[config.mk]
export PLATFORM = sky130hd
export DESIGN_NAME = dino_button_conditioner
export DESIGN_NICKNAME = d
export VERILOG_FILES = /design/src/rtl/dino_button_conditioner.sv
export SDC_FILE = /design/constraint.sdc
export NUM_CORES = 1
export LEC_CHECK = 0
export CORE_ASPECT_RATIO = 1.2
export CORE_UTILIZATION = 30
export CTS_CLUSTER_DIAMETER = 150
export DETAILED_ROUTE_END_ITERATION = 10
export PLACE_DENSITY = 0.52
export SYNTH_ARGS = -nofsm -noshare
export SYNTH_HDL_FRONTEND = slang
export SYNTH_SLANG_ARGS = --single-unit
export TNS_END_PERCENT = 1
[constraint.sdc]
create_clock -name clk -period 2.8 [get_ports clk]
set_input_delay 0.56 -clock clk [delete_from_list [all_inputs] [get_ports clk]]
set_output_delay 0.56 -clock clk [all_outputs]
set_load 0.02 [all_outputs]
[src/rtl/dino_button_conditioner.sv]
// dino_button_conditioner
// Cleans up the single player button before it reaches the system core.
// The raw active-high key passes through a two-flop synchronizer and then a
// four-state debounce machine. The machine produces a debounced level, one-cycle
// press, release and long-press events, and a wrapping 8-bit press counter.
// Every output is a register, so downstream logic sees glitch-free signals.
module dino_button_conditioner #(
    parameter int DEBOUNCE_CYCLES   = 500000,
    parameter int LONG_PRESS_CYCLES = 25000000,
    parameter int CNT_W             = 25
) (
    input  logic       clk,
    input  logic       reset_n,
    input  logic       button_raw,
    output logic       button_level,
    output logic       press_pulse,
    output logic       release_pulse,
    output logic       long_press,
    output logic       long_held,
    output logic [7:0] press_count
);

    typedef enum logic [1:0] {
        IDLE,
        PRESS_WAIT,
        PRESSED,
        RELEASE_WAIT
    } state_t;

    localparam logic [CNT_W-1:0] DB_LAST   = CNT_W'(DEBOUNCE_CYCLES - 1);
    localparam logic [CNT_W-1:0] LONG_LAST = CNT_W'(LONG_PRESS_CYCLES - 1);
    localparam logic [CNT_W-1:0] CNT_ONE   = CNT_W'(1);

    logic             sync1_reg;
    logic             sync_reg;
    state_t           state_reg;
    logic [CNT_W-1:0] db_cnt_reg;
    logic [CNT_W-1:0] hold_cnt_reg;
    logic             long_fired_reg;

    // Two-flop synchronizer; only sync_reg is allowed to reach the state machine.
    always_ff @(posedge clk) begin
        if (!reset_n) begin
            sync1_reg <= 1'b0;
            sync_reg  <= 1'b0;
        end else begin
            sync1_reg <= button_raw;
            sync_reg  <= sync1_reg;
        end
    end

    // Debounce state machine, hold timer and all registered outputs.
    always_ff @(posedge clk) begin
        if (!reset_n) begin
            state_reg      <= IDLE;
            db_cnt_reg     <= '0;
            hold_cnt_reg   <= '0;
            long_fired_reg <= 1'b0;
            button_level   <= 1'b0;
            press_pulse    <= 1'b0;
            release_pulse  <= 1'b0;
            long_press     <= 1'b0;
            long_held      <= 1'b0;
            press_count    <= 8'd0;
        end else begin
            press_pulse   <= 1'b0;
            release_pulse <= 1'b0;
            long_press    <= 1'b0;

            // The hold timer keeps running through a release bounce, so a
            // bouncy release does not restart the long-press measurement.
            if (state_reg == PRESSED || state_reg == RELEASE_WAIT) begin
                if (hold_cnt_reg != LONG_LAST) begin
                    hold_cnt_reg <= hold_cnt_reg + CNT_ONE;
                end
                if (hold_cnt_reg == LONG_LAST && !long_fired_reg) begin
                    long_press     <= 1'b1;
                    long_held      <= 1'b1;
                    long_fired_reg <= 1'b1;
                end
            end

            case (state_reg)
                IDLE: begin
                    if (sync_reg) begin
                        state_reg  <= PRESS_WAIT;
                        db_cnt_reg <= '0;
                    end
                end
                PRESS_WAIT: begin
                    if (!sync_reg) begin
                        state_reg <= IDLE;
                    end else if (db_cnt_reg == DB_LAST) begin
                        state_reg      <= PRESSED;
                        press_pulse    <= 1'b1;
                        button_level   <= 1'b1;
                        press_count    <= press_count + 8'd1;
                        hold_cnt_reg   <= '0;
                        long_fired_reg <= 1'b0;
                    end else begin
                        db_cnt_reg <= db_cnt_reg + CNT_ONE;
                    end
                end
                PRESSED: begin
                    if (!sync_reg) begin
                        state_reg  <= RELEASE_WAIT;
                        db_cnt_reg <= '0;
                    end
                end
                RELEASE_WAIT: begin
                    if (sync_reg) begin
                        state_reg <= PRESSED;
                    end else if (db_cnt_reg == DB_LAST) begin
                        // Later assignments win over the long-press block above.
                        state_reg      <= IDLE;
                        release_pulse  <= 1'b1;
                        button_level   <= 1'b0;
                        long_held      <= 1'b0;
                        long_fired_reg <= 1'b0;
                    end else begin
                        db_cnt_reg <= db_cnt_reg + CNT_ONE;
                    end
                end
                default: begin
                    state_reg <= IDLE;
                end
            endcase
        end
    end

endmodule

Yosys cells after proc, flatten, opt, wreduce, memory -nomap -nowiden
Index checks and enable logic that the tools add are counted.
{"block": "totals", "regBits": 68, "in_bits": 3, "out_inout_bits": 13, "wordCells": 79}
{"block": "op_classes", "n_addsub": 3, "eq_ne": 14, "n_mux": 36, "bitwise_logic": 2, "reduce_logical": 12}
{"op": "two-way mux 25 bit", "n": 10}
{"op": "one-hot mux 25 bit (4 select lines)", "n": 1}
{"op": "adder 25 x 1 -> 25 bit, second input constant", "n": 2}
{"op": "equality test 25 x 19 -> 1 bit, second input constant", "n": 1}
{"op": "equality test 25 bit, second input constant", "n": 1}
{"op": "!= test 25 bit, second input constant", "n": 1}
{"op": "two-way mux 1 bit", "n": 16}
{"op": "two-way mux 2 bit", "n": 6}
{"op": "!= test 2 bit, second input constant", "n": 5}
{"op": "adder 8 x 1 -> 8 bit, second input constant", "n": 1}
{"op": "one-hot mux 2 bit (4 select lines)", "n": 1}
{"op": "AND reduction 4 bit", "n": 2}
{"op": "AND reduction 3 bit", "n": 2}
{"op": "AND reduction 5 bit", "n": 1}
{"op": "equality test 2 bit, second input constant", "n": 2}
{"op": "one-hot mux 1 bit (2 select lines)", "n": 2}
{"op": "!= test 3 x 2 -> 1 bit, second input constant", "n": 1}
{"op": "!= test 3 bit, second input constant", "n": 1}
{"op": "OR reduction 3 bit", "n": 1}
{"op": "equality test 2 x 1 -> 1 bit, second input constant", "n": 1}
{"op": "logical NOT 2 bit", "n": 1}
{"op": "!= test 2 x 1 -> 1 bit, second input constant", "n": 1}
{"op": "inverter 1 bit", "n": 2}
{"op": "AND reduction 2 bit", "n": 1}
{"op": "other kinds (4)", "n": 4}

Longest topological paths before layout
{"block": "logic_depth", "depth_word": 7, "ltp_mapped": 9, "depth_no_buf": 6}

Worst setup path before layout
OpenSTA, ideal clock, no wires.
{"block": "synth_path", "path_kind": "flip-flop to flip-flop", "start": "register db_cnt_reg[9]", "end": "register press_count[5]", "setup_time_ps": 118, "arrival_ps": 2318, "required_ps": 2682, "setup_slack_ps": 364, "path_stages_with_launch": 8, "path_buffers": 2, "synth_period_minus_slack_ps": 2436, "cell_sequence": "dfxtp_1 -> or4b_1 -> or3_1 -> buf_2 -> or4_1 -> clkbuf_2 -> or3_1 -> mux2i_1"}
{"block": "synth_via", "elab_chain_len": 2}
{"element": "from (decl)", "line": "37", "rtl": "logic [CNT_W-1:0] db_cnt_reg;"}
{"element": "from (signal assigned)", "line": "101", "rtl": "db_cnt_reg <= db_cnt_reg + CNT_ONE;"}
{"element": "from (signal assigned)", "line": "121", "rtl": "db_cnt_reg <= db_cnt_reg + CNT_ONE;"}
{"element": "equality test 25 x 19 -> 1 bit", "line": "93", "rtl": "end else if (db_cnt_reg == DB_LAST) begin"}
{"element": "AND reduction 3 bit (no line)"}
{"element": "to (signal assigned)", "line": "97", "rtl": "press_count <= press_count + 8'd1;"}
{"element": "to (decl)", "line": "20", "rtl": "output logic [7:0] press_count"}
No other way between the ends.
A chain may end at the register's enable or synchronous reset.

Final worst setup path
Same ends and word-level chain as after synthesis.

==> flow_summary.json <==
{
  "maxSlewHeadroom_pct": 63.66,
  "finalHoldViolations": 0,
  "drt-vias-per-instance": 4.987,
  "cp-start-kind": "register",
  "p_switching_mw": 0.4182,
  "num_io_pins": 16,
  "drt_iter0_drc": 91,
  "postSynthAreaPerCell_um2": 8.351,
  "netSwitchingFraction_pct": 18.07,
  "syn_inst": 378,
  "place.gp.congestion": 0.7568,
  "yosysSeqAreaShare_pct": 43.12,
  "initial_utilization_pct": 31.23,
  "post-route-drc-count": 0,
  "crit_required_ns": 3.01,
  "setup_tns_ns": 0,
  "drv_cap": 0,
  "syn_area_um2": 3157,
  "end_kind": "register",
  "cts_setup_buffers": 0,
  "cts_buffer_depth": 2,
  "combinationalPowerShare_pct": 1.4,
  "drtAntennaViolNets": 0,
  "hpwl_um": 4581,
  "critPathArrivalTime_ns": 2.67,
  "antenna_cells": 0,
  "clock-sinks": 68,
  "ir_worst_vdd_v": 0.0002436,
  "skew_ns": 0.007692,
  "fin_crit_ns": 2.463,
  "first_pass_iters": 4,
  "clock_latency_ns": 0.32,
  "postRouteWirelength_um": 6676,
  "placed_cell_area_um2": 3467,
  "routedWlPerCell_um": 12.67,
  "p_per_area_nw_per_um2": 605.9,
  "internal_power_mw": 1.896,
  "seq_power_share_pct": 42.0,
  "path_clk_slew_ns": 0.06,
  "async_reset_ff_share_pct": 0,
  "critical_path_class": "register to register",
  "synth_cell_type_count": 44,
  "synth_nets": 384,
  "cts-root-buf": "clkbuf_16",
  "status": "finished, final reports clean",
  "die_h_um": 114.4,
  "area_delta_synth_final_pct": 20.97,
  "p_clk_share_pct": 56.6,
  "yosysTopAreaCell": "dfxtp_1",
  "hold_path_class": "register to register",
  "num_rows": 40,
  "cts_buffers": 9,
  "portBuffers": 15,
  "ys.flop_type": "dfxtp_1",
  "fmax_ghz": 0.4060,
  "grtUsageTotal_pct": 13.50,
  "r2r_slack_ns": 0.34,
  "grt_max_degree": 26,
  "p_leak_nw": 1.250,
  "design_area_um2": 3819,
  "post-route-period-util_pct": 87.97,
  "crit_path_max_fanout": 7,
  "die_area_um2": 10940,
  "yosys-top-cells-area": "dfxtp_1 (43%), xnor2_1 (7.2%), nor2_1 (5.8%), nand2_1 (4.0%), nand4_1 (3.8%)",
  "drive_gt1_share_pct": 6.733,
  "synth_edf_count": 0,
  "worst_pin_slew_ns": 0.5375,
  "htree_levels": 3,
  "rsz0062_at_grt": "false",
  "synth_warnings": 0,
  "vias": 2628,
  "grt_pass1_wl_um": 11650,
  "antenna_found_initial": 0,
  "die_w_um": 95.64,
  "synth-seq-cells": 68,
  "cts_tree": "done",
  "cts_hold_buf": 0,
  "nets": 402,
  "post_cts_resized": 0,
  "grt.overflow.total": 0,
  "coreArea_um2": 10110,
  "yosysTopAreaCellShare_pct": 43.12,
  "slew_violations": 0,
  "setup_viol": 0,
  "grt_pass1_vias": 2498
}
[stage by stage]
stage	util [%]	power (mW)	cells	hold WS [ns]	setup slack [ns]
floorplan	-	1.012	378	0.4119	0.3636
global placement	34.29	1.026	511	0.4356	0.3962
detailed placement	34.29	1.026	511	0.4446	0.3407
CTS	37.77	2.356	527	0.4518	0.3183
global route	37.77	2.410	527	0.4877	0.1600
finish	37.77	2.314	527	0.4469	0.3367
[kinds of logic (layout without fill, tap and decap cells)]
family                     count (synthesis)  after routing  share of synthesized area, %
and+or+nand+nor                          196            196                         32.34
DFF                                       68             68                         43.12
AOI/OAI and AO/OA                         39             39                         7.412
xor gates and xnor gates                  38             38                         10.54
buffers and inverters                     28             51                         3.487
muxes                                      6              6                         1.903
adders and majority gates                  3              3                         1.189
[routing by layer]
layer  GRT usage, %  part of all wire [%]  wire (um)
met1          16.48                    49       3260
met2          22.29                    49       3244
met3          3.386                   1.9        130
met4          5.771                  0.63         42
met5              0                     0          0
[synth_stat cells, types with 6 or more instances]
master,instances
inv_1,9
nand3_1,18
o21ai_0,11
nand4_1,19
nor4_1,15
or3_1,13
dfxtp_1,68
xor2_1,12
clkbuf_1,13
mux2i_1,6
nand2_1,34
nor2_1,49
xnor2_1,26
nor3_1,12
a21oi_1,13
[cells in the final DEF, fill, tap and decap left out, types with 6 or more instances in the layout]
cell             netlist  final
o21ai_0               11     11
nand2_1               34     34
nand3_1               18     18
nor2_1                49     49
xnor2_1               26     26
dfxtp_1               68     68
xor2_1                12     12
a21oi_1               13     13
clkdlybuf4s50_1        0     15
buf_4                  0     10
inv_1                  9      9
mux2i_1                6      6
or3_1                 13     13
nor4_1                15     15
nand4_1               19     19
clkbuf_16              0      9
nor3_1                12     12
[layout make-up]
cell class / count / area [um2]
fillers: 1046 / 6291
repair buffers: 25 / 225.2
clock buffers: 12 / 256.5
clock inverters: 4 / 95.09
multi-input cells: 282 / 1685
inverters: 10 / 37.54
flip-flops and latches: 68 / 1361
well taps: 126 / 157.7
[worst max-delay path, stage by stage (launching register included)]
cell and delay (ns):
dfxtp_1 0.32, or4b_1 0.56, or3_1 0.39, or4_1 0.54
or3_1 0.41, mux2i_1 0.12
[power by group through the flow]
stage                     clock network [mW]  logic [mW]  registers (mW)
final                                   1.31      0.0323           0.972
after global routing                    1.40      0.0365           0.971
after CTS                               1.35      0.0335           0.971
after detailed placement                   0      0.0334           0.992
after global placement                     0      0.0333           0.992
after floorplan                            0      0.0207           0.992
[final timing paths]
kind | start | cells past startpoint | end
max | db_cnt_reg[9] | 5 | press_count[5]
min | sync1_reg | 1 | sync_reg
max reg2reg | db_cnt_reg[9] | 5 | press_count[5]
min reg2reg | sync1_reg | 1 | sync_reg
(Power assumes the default switching activity.)
